--- src/rtl/leve_pkg.sv ---
// Shared types and constants for the LEVE operand-fetch / register-file slice.
package leve_pkg;

    localparam int REG_AW = 5;
    localparam int NREG   = 32;

    typedef logic [REG_AW-1:0] reg_idx_t;

    // One in-flight instruction as tracked between issue and writeback
    typedef struct packed {
        logic     vld;
        logic     wen;
        reg_idx_t rd;
    } pend_slot_t;

    // True when the slot will (or does) produce a value for register idx
    function automatic logic slot_targets(input pend_slot_t slot, input reg_idx_t idx);
        return slot.vld & slot.wen & (slot.rd == idx);
    endfunction

endpackage

--- src/rtl/leve_regfile.sv ---
// Integer register file: NREG x XLEN, two combinational read ports, a debug
// read port and one write port. x0 is never written and always reads zero.
module leve_regfile
    import leve_pkg::*;
#(
    parameter int XLEN = 32
) (
    input  logic            CLK,
    input  logic            RSTn,
    input  logic            i_we,
    input  logic [REG_AW-1:0] i_waddr,
    input  logic [XLEN-1:0] i_wdata,
    input  logic [REG_AW-1:0] i_raddr1,
    input  logic [REG_AW-1:0] i_raddr2,
    input  logic [REG_AW-1:0] i_dbg_raddr,
    output logic [XLEN-1:0] o_rdata1,
    output logic [XLEN-1:0] o_rdata2,
    output logic [XLEN-1:0] o_dbg_rdata
);

    logic [XLEN-1:0] r_regs [NREG];

    // Storage update: whole array cleared on reset, writes to x0 are dropped
    always_ff @(posedge CLK or negedge RSTn) begin
        if (!RSTn) begin
            for (int i = 0; i < NREG; i++) begin
                r_regs[i] <= '0;
            end
        end else if (i_we && (i_waddr != '0)) begin
            r_regs[i_waddr] <= i_wdata;
        end
    end

    // Read ports: plain array contents, x0 forced to zero
    always_comb begin
        o_rdata1    = (i_raddr1    == '0) ? '0 : r_regs[i_raddr1];
        o_rdata2    = (i_raddr2    == '0) ? '0 : r_regs[i_raddr2];
        o_dbg_rdata = (i_dbg_raddr == '0) ? '0 : r_regs[i_dbg_raddr];
    end

endmodule

--- src/rtl/leve_operand_fetch.sv ---
// Operand-fetch stage of the LEVE core: accepts decoded instructions, resolves
// operands from the register file or the ALU result bypass, stalls on a
// dependency against the op currently in the ALU, and retires ALU results.
module leve_operand_fetch
    import leve_pkg::*;
#(
    parameter int XLEN = 32
) (
    input  logic              CLK,
    input  logic              RSTn,
    input  logic              ID_VALID,
    output logic              ID_READY,
    input  logic [REG_AW-1:0] ID_RS1,
    input  logic [REG_AW-1:0] ID_RS2,
    input  logic [REG_AW-1:0] ID_RD,
    input  logic              ID_WEN,
    output logic              RS_D_VALID,
    output logic [XLEN-1:0]   RS1_D,
    output logic [XLEN-1:0]   RS2_D,
    input  logic              RD_WE,
    input  logic [XLEN-1:0]   RD_D,
    input  logic [REG_AW-1:0] DBG_RADDR,
    output logic [XLEN-1:0]   DBG_RDATA,
    output logic              ERR
);

    pend_slot_t      r_s1;
    pend_slot_t      r_s2;
    logic            r_rsValid;
    logic [XLEN-1:0] r_rs1;
    logic [XLEN-1:0] r_rs2;
    logic            r_err;

    logic            w_accept;
    logic            w_hazard;
    logic            w_wbEn;
    logic            w_s2Fwd;
    logic [XLEN-1:0] w_arr1;
    logic [XLEN-1:0] w_arr2;
    logic [XLEN-1:0] w_rs1Val;
    logic [XLEN-1:0] w_rs2Val;

    leve_regfile #(.XLEN(XLEN)) u_regfile (
        .CLK         (CLK),
        .RSTn        (RSTn),
        .i_we        (w_wbEn),
        .i_waddr     (r_s2.rd),
        .i_wdata     (RD_D),
        .i_raddr1    (ID_RS1),
        .i_raddr2    (ID_RS2),
        .i_dbg_raddr (DBG_RADDR),
        .o_rdata1    (w_arr1),
        .o_rdata2    (w_arr2),
        .o_dbg_rdata (DBG_RDATA)
    );

    // Hazard, handshake and writeback enables; the ALU op's result is not yet
    // available, so any source matching its destination must wait one cycle
    always_comb begin
        w_hazard = r_s1.vld & r_s1.wen & (r_s1.rd != '0)
                 & ((ID_RS1 == r_s1.rd) | (ID_RS2 == r_s1.rd));
        ID_READY = ~w_hazard;
        w_accept = ID_VALID & ~w_hazard;
        w_s2Fwd  = r_s2.vld & r_s2.wen & RD_WE;
        w_wbEn   = w_s2Fwd & (r_s2.rd != '0);
    end

    // Operand resolution: x0 first, then the in-flight ALU result, then array
    always_comb begin
        w_rs1Val = w_arr1;
        w_rs2Val = w_arr2;
        if (ID_RS1 == '0) begin
            w_rs1Val = '0;
        end else if (RD_WE && slot_targets(r_s2, ID_RS1)) begin
            w_rs1Val = RD_D;
        end
        if (ID_RS2 == '0) begin
            w_rs2Val = '0;
        end else if (RD_WE && slot_targets(r_s2, ID_RS2)) begin
            w_rs2Val = RD_D;
        end
    end

    // Pending-slot pipeline: S1 mirrors the op at the ALU, S2 the op retiring
    always_ff @(posedge CLK or negedge RSTn) begin
        if (!RSTn) begin
            r_s1 <= '0;
            r_s2 <= '0;
        end else begin
            r_s1.vld <= w_accept;
            r_s1.wen <= w_accept & ID_WEN;
            r_s1.rd  <= ID_RD;
            r_s2     <= r_s1;
        end
    end

    // Operand register toward the ALU; values hold while no op is accepted
    always_ff @(posedge CLK or negedge RSTn) begin
        if (!RSTn) begin
            r_rsValid <= 1'b0;
            r_rs1     <= '0;
            r_rs2     <= '0;
        end else begin
            r_rsValid <= w_accept;
            if (w_accept) begin
                r_rs1 <= w_rs1Val;
                r_rs2 <= w_rs2Val;
            end
        end
    end

    // Sticky protocol error: a result must arrive exactly when S2 is occupied
    always_ff @(posedge CLK or negedge RSTn) begin
        if (!RSTn) begin
            r_err <= 1'b0;
        end else if (RD_WE != r_s2.vld) begin
            r_err <= 1'b1;
        end
    end

    assign RS_D_VALID = r_rsValid;
    assign RS1_D      = r_rs1;
    assign RS2_D      = r_rs2;
    assign ERR        = r_err;

endmodule

--- config.mk ---
export PLATFORM = sky130hd
export DESIGN_NAME = leve_operand_fetch
export DESIGN_NICKNAME = d
export VERILOG_FILES = /design/src/rtl/leve_pkg.sv /design/src/rtl/leve_regfile.sv /design/src/rtl/leve_operand_fetch.sv
export SDC_FILE = /design/constraint.sdc
export NUM_CORES = 2
export LEC_CHECK = 0
export CORE_MARGIN = 5
export CORE_UTILIZATION = 60
export DETAILED_ROUTE_END_ITERATION = 10
export HOLD_SLACK_MARGIN = 0.02
export PLACE_DENSITY = 0.78
export SLEW_MARGIN = 25
export SYNTH_ARGS = -nofsm -noshare
export SYNTH_HDL_FRONTEND = slang
export SYNTH_SLANG_ARGS = --single-unit
--- constraint.sdc ---
create_clock -name CLK -period 6.7 [get_ports CLK]
set_input_delay 1.675 -clock CLK [delete_from_list [all_inputs] [get_ports CLK]]
set_output_delay 1.675 -clock CLK [all_outputs]
set_load 0.01 [all_outputs]
==> flow_metrics.env <==
export IMPL_outcome="finished, final reports clean"
export IMPL_multi_input_area_um2=34600
export IMPL_grt_pass1_vias=45019
export IMPL_drt_total_wl_um=208000
export IMPL_num_rows=120
export IMPL_max_slew_margin_pct=22.6
export IMPL_ant_nets=0
export IMPL_crit_arrival_ns=4.33
export IMPL_die_area_um2=114000
export IMPL_p_clk_share_pct=41.5
export IMPL_placed_cells=5344
export IMPL_finalSetupViolCount=0
export IMPL_synthFlopType="dfrtp_1"
export IMPL_max_stage_delay_ns=0.50
export IMPL_cts_num_sinks=1103
export IMPL_ff2ff_path_depth=6
export IMPL_ctsHoldBuffers=0
export IMPL_gp_congestion=0.888
export IMPL_die_h_um=338
export IMPL_portBuffers=155
export IMPL_min_path_type="reg2reg"
export IMPL_core_area_um2=107000
export IMPL_final_period_utilization_pct=89.7
export IMPL_netlist_area_um2=64600
export IMPL_antenna_found_initial=9
export IMPL_critPathLaunch="DBG_RADDR[0]"
export IMPL_drt_initial_drc_count=6146
export IMPL_insertion_delay_ns=0.73
export IMPL_crit_path_start_kind="input port"
export IMPL_drive_above_1_share_pct=40.8
export IMPL_drc_errors=0
export IMPL_placed_cell_area_um2=67200
export IMPL_pin_count=156
export IMPL_cts_max_level=3
export IMPL_switching_share_pct=26.3
export IMPL_slowest_stage="mux4_2"
export IMPL_grt_max_degree=180
export IMPL_power_leakage_nw=31.6
export IMPL_post_cts_resized=0
export IMPL_fin_worst_skew_ns=0.0371
export IMPL_syn_nets=4199
export IMPL_crit_path_frequent_cell="mux4_2"
export IMPL_hold_viol_final=0
export IMPL_clockRootBuffer="clkbuf_16"
export IMPL_stdcell_area_um2=71100
export IMPL_timing_setup_tns_ns=0
export IMPL_worstPathMaxFanout=31
export IMPL_maxCapViolations=0
export IMPL_viasPerCell=7.97
export IMPL_switchingPower_mw=4.23
export IMPL_hold_slack_ns=0.421
export IMPL_grt_pass1_wl_um=309000
export IMPL_nets=4118
export IMPL_start_util_pct=60.4
export IMPL_path_depth=8
export IMPL_critical_path_class="in2out"
export IMPL_syn_instance_count=4142
export IMPL_yosysMostFrequentCell="dfrtp_1"
export IMPL_die_w_um=338
export IMPL_synthArstFlopShare_pct=100
export IMPL_r2r_start="r_s2[6]$_DFF_PN0_"
export IMPL_synth_top_cell_area_share_pct=42.7
export IMPL_clk_path_buf_depth=3
export IMPL_fin_crit_ns=6.01
export IMPL_instances_no_fill=5555
export IMPL_synth_distinct_cells=47
export IMPL_cts_tree="built"
export IMPL_drv_slew=0
export IMPL_num_vias=44272
export IMPL_path_clk_slew_ns=0.06
export IMPL_cp_required_ns=5.03
export IMPL_worst_pin_slew_ns=1.15
export IMPL_numCtsBuffers=116
export IMPL_first_pass_iters=6
export IMPL_nFillCells=7157
export IMPL_worstPathCellList="buf_8, buf_12, buf_4, mux4_2, mux4_2, nand2_1, o21ai_1, clkdlybuf4s50_1"
export IMPL_avgSynthCellArea_um2=15.6
export IMPL_post_cts_buffers=0
export IMPL_synthTopCellsByCount="dfrtp_1, mux4_2, mux2_1, mux2_2, o22ai_1"
export IMPL_fmax_mhz=166
export IMPL_synth_edf_count=0
export IMPL_power_frac_comb_pct=13.1
export IMPL_critPathCaptureType="primary output"
export IMPL_peakVddDrop_v=0.000209
export IMPL_hpwl_um=122000
export IMPL_internal_power_mw=11.9
export IMPL_synth_top_area_cell="dfrtp_1"
export IMPL_utilization_pct=66.4
export IMPL_ys_seq_area_share_pct=42.7
export IMPL_pwr_share_seq_pct=45.4
export IMPL_synth_seq_cells=1103
export IMPL_worstHoldStart="u_regfile.r_regs[1003]$_DFFE_PN0P_"
export IMPL_cp_num_buf_inv=4
export IMPL_whs_path_depth=0
export IMPL_yosys_top_cells_area="dfrtp_1, mux4_2, mux2_1, mux2_2, o22ai_1"
export IMPL_powerDensity_nw_per_um2=226
export IMPL_area_growth_pct=10.0
export IMPL_grt_usage_pct=36.3
export IMPL_rsz0062_at_grt="false"
export IMPL_regArea_um2=27600
export IMPL_routedWlPerCell_um=37.4
export IMPL_yosysWarnings=0
export IMPL_cp_top_family="buffers and inverters"
export IMPL_gr_total_overflow=0
[cells by family (layout without fill, tap and decap cells)]
| family | after synthesis | count (layout) | share of synthesized area, % |
|---|---|---|---|
| xor+xnor | 21 | 21 | 0.285 |
| other cells | 0 | 5 | 0 |
| mux | 1828 | 1828 | 46.4 |
| flops | 1103 | 1103 | 42.7 |
| simple gates | 288 | 288 | 2.52 |
| compound gates | 361 | 361 | 3.77 |
| buf+inv | 541 | 546 | 4.29 |
[worst register-to-register path, delay by kind of cell (launching register included)]
kind	cells	cell delay [ns]
buffers and inverters	1	0.40
muxes	1	0.37
and+or+nand+nor	4	1.93
DFF	1	0.52
[registers in the layout, summed over array words and instances (netlist names)]
name / flops
u_regfile.r_regs: 1024
RS1_D: 32
RS2_D: 32
RS_D_VALID: 1
r_s1: 6
r_s2: 7
ERR: 1
[metrics by stage]
step,power (mW),setup slack [ns]
CTS,16.1,0.692
finish,16.1,0.692
detailed placement,9.49,0.691
global route,16.6,0.583
floorplan,8.67,1.51
global placement,9.44,0.715
[final timing paths]
check | end | slack [ns]
worst min register to register | u_regfile.r_regs[1003]$_DFFE_PN0P_ | 0.42
min in group asynchronous | u_regfile.r_regs[913]$_DFFE_PN0P_ | 0.99
worst min-delay path | u_regfile.r_regs[1003]$_DFFE_PN0P_ | 0.42
worst max-delay path | DBG_RDATA[16] | 0.69
worst max register to register | u_regfile.r_regs[790]$_DFFE_PN0P_ | 3.33
max in group asynchronous | RS1_D[7]$_DFFE_PN0P_ | 4.23
[area by class of cell]
cell class	count	area share, %
repair buffers	308	4.39
clock inverters	46	0.781
inverters	34	0.180
well taps	1403	2.47
multi-input cells	2498	48.6
flip-flops and latches	1103	38.8
diodes	5	0.0176
clock buffers	158	4.71
[placed cells by master (no fill, tap or decap), drive strengths merged, types with 30 or more instances in the layout]
master / n
dfrtp: 1103
mux2: 992
mux4: 830
o22ai: 253
buf: 191
clkbuf: 158
clkdlybuf4s50: 117
nand2: 114
or4: 64
o21ai: 38
nor3: 38
inv: 37
a221o: 32
o221ai: 30
[power groups by stage]
stage / clock network (mW) / registers [mW] / logic, mW
finish: 6.68 / 7.31 / 2.10
global route: 7.00 / 7.34 / 2.22
CTS: 6.70 / 7.29 / 2.09
detailed placement: 0 / 7.41 / 2.08
global placement: 0 / 7.39 / 2.05
floorplan: 0 / 7.32 / 1.35
[metal layers]
metal  routed length, µm  vias to the layer above  global-route usage, %
li1                    -                    16554                      -
met2               91600                     3580                   51.9
met1               74800                    23422                   49.7
met5                 126                        -                   1.04
met4               11100                       16                   16.9
met3               30300                      700                   13.9
No activity file was read; power rests on OpenSTA's default activity.
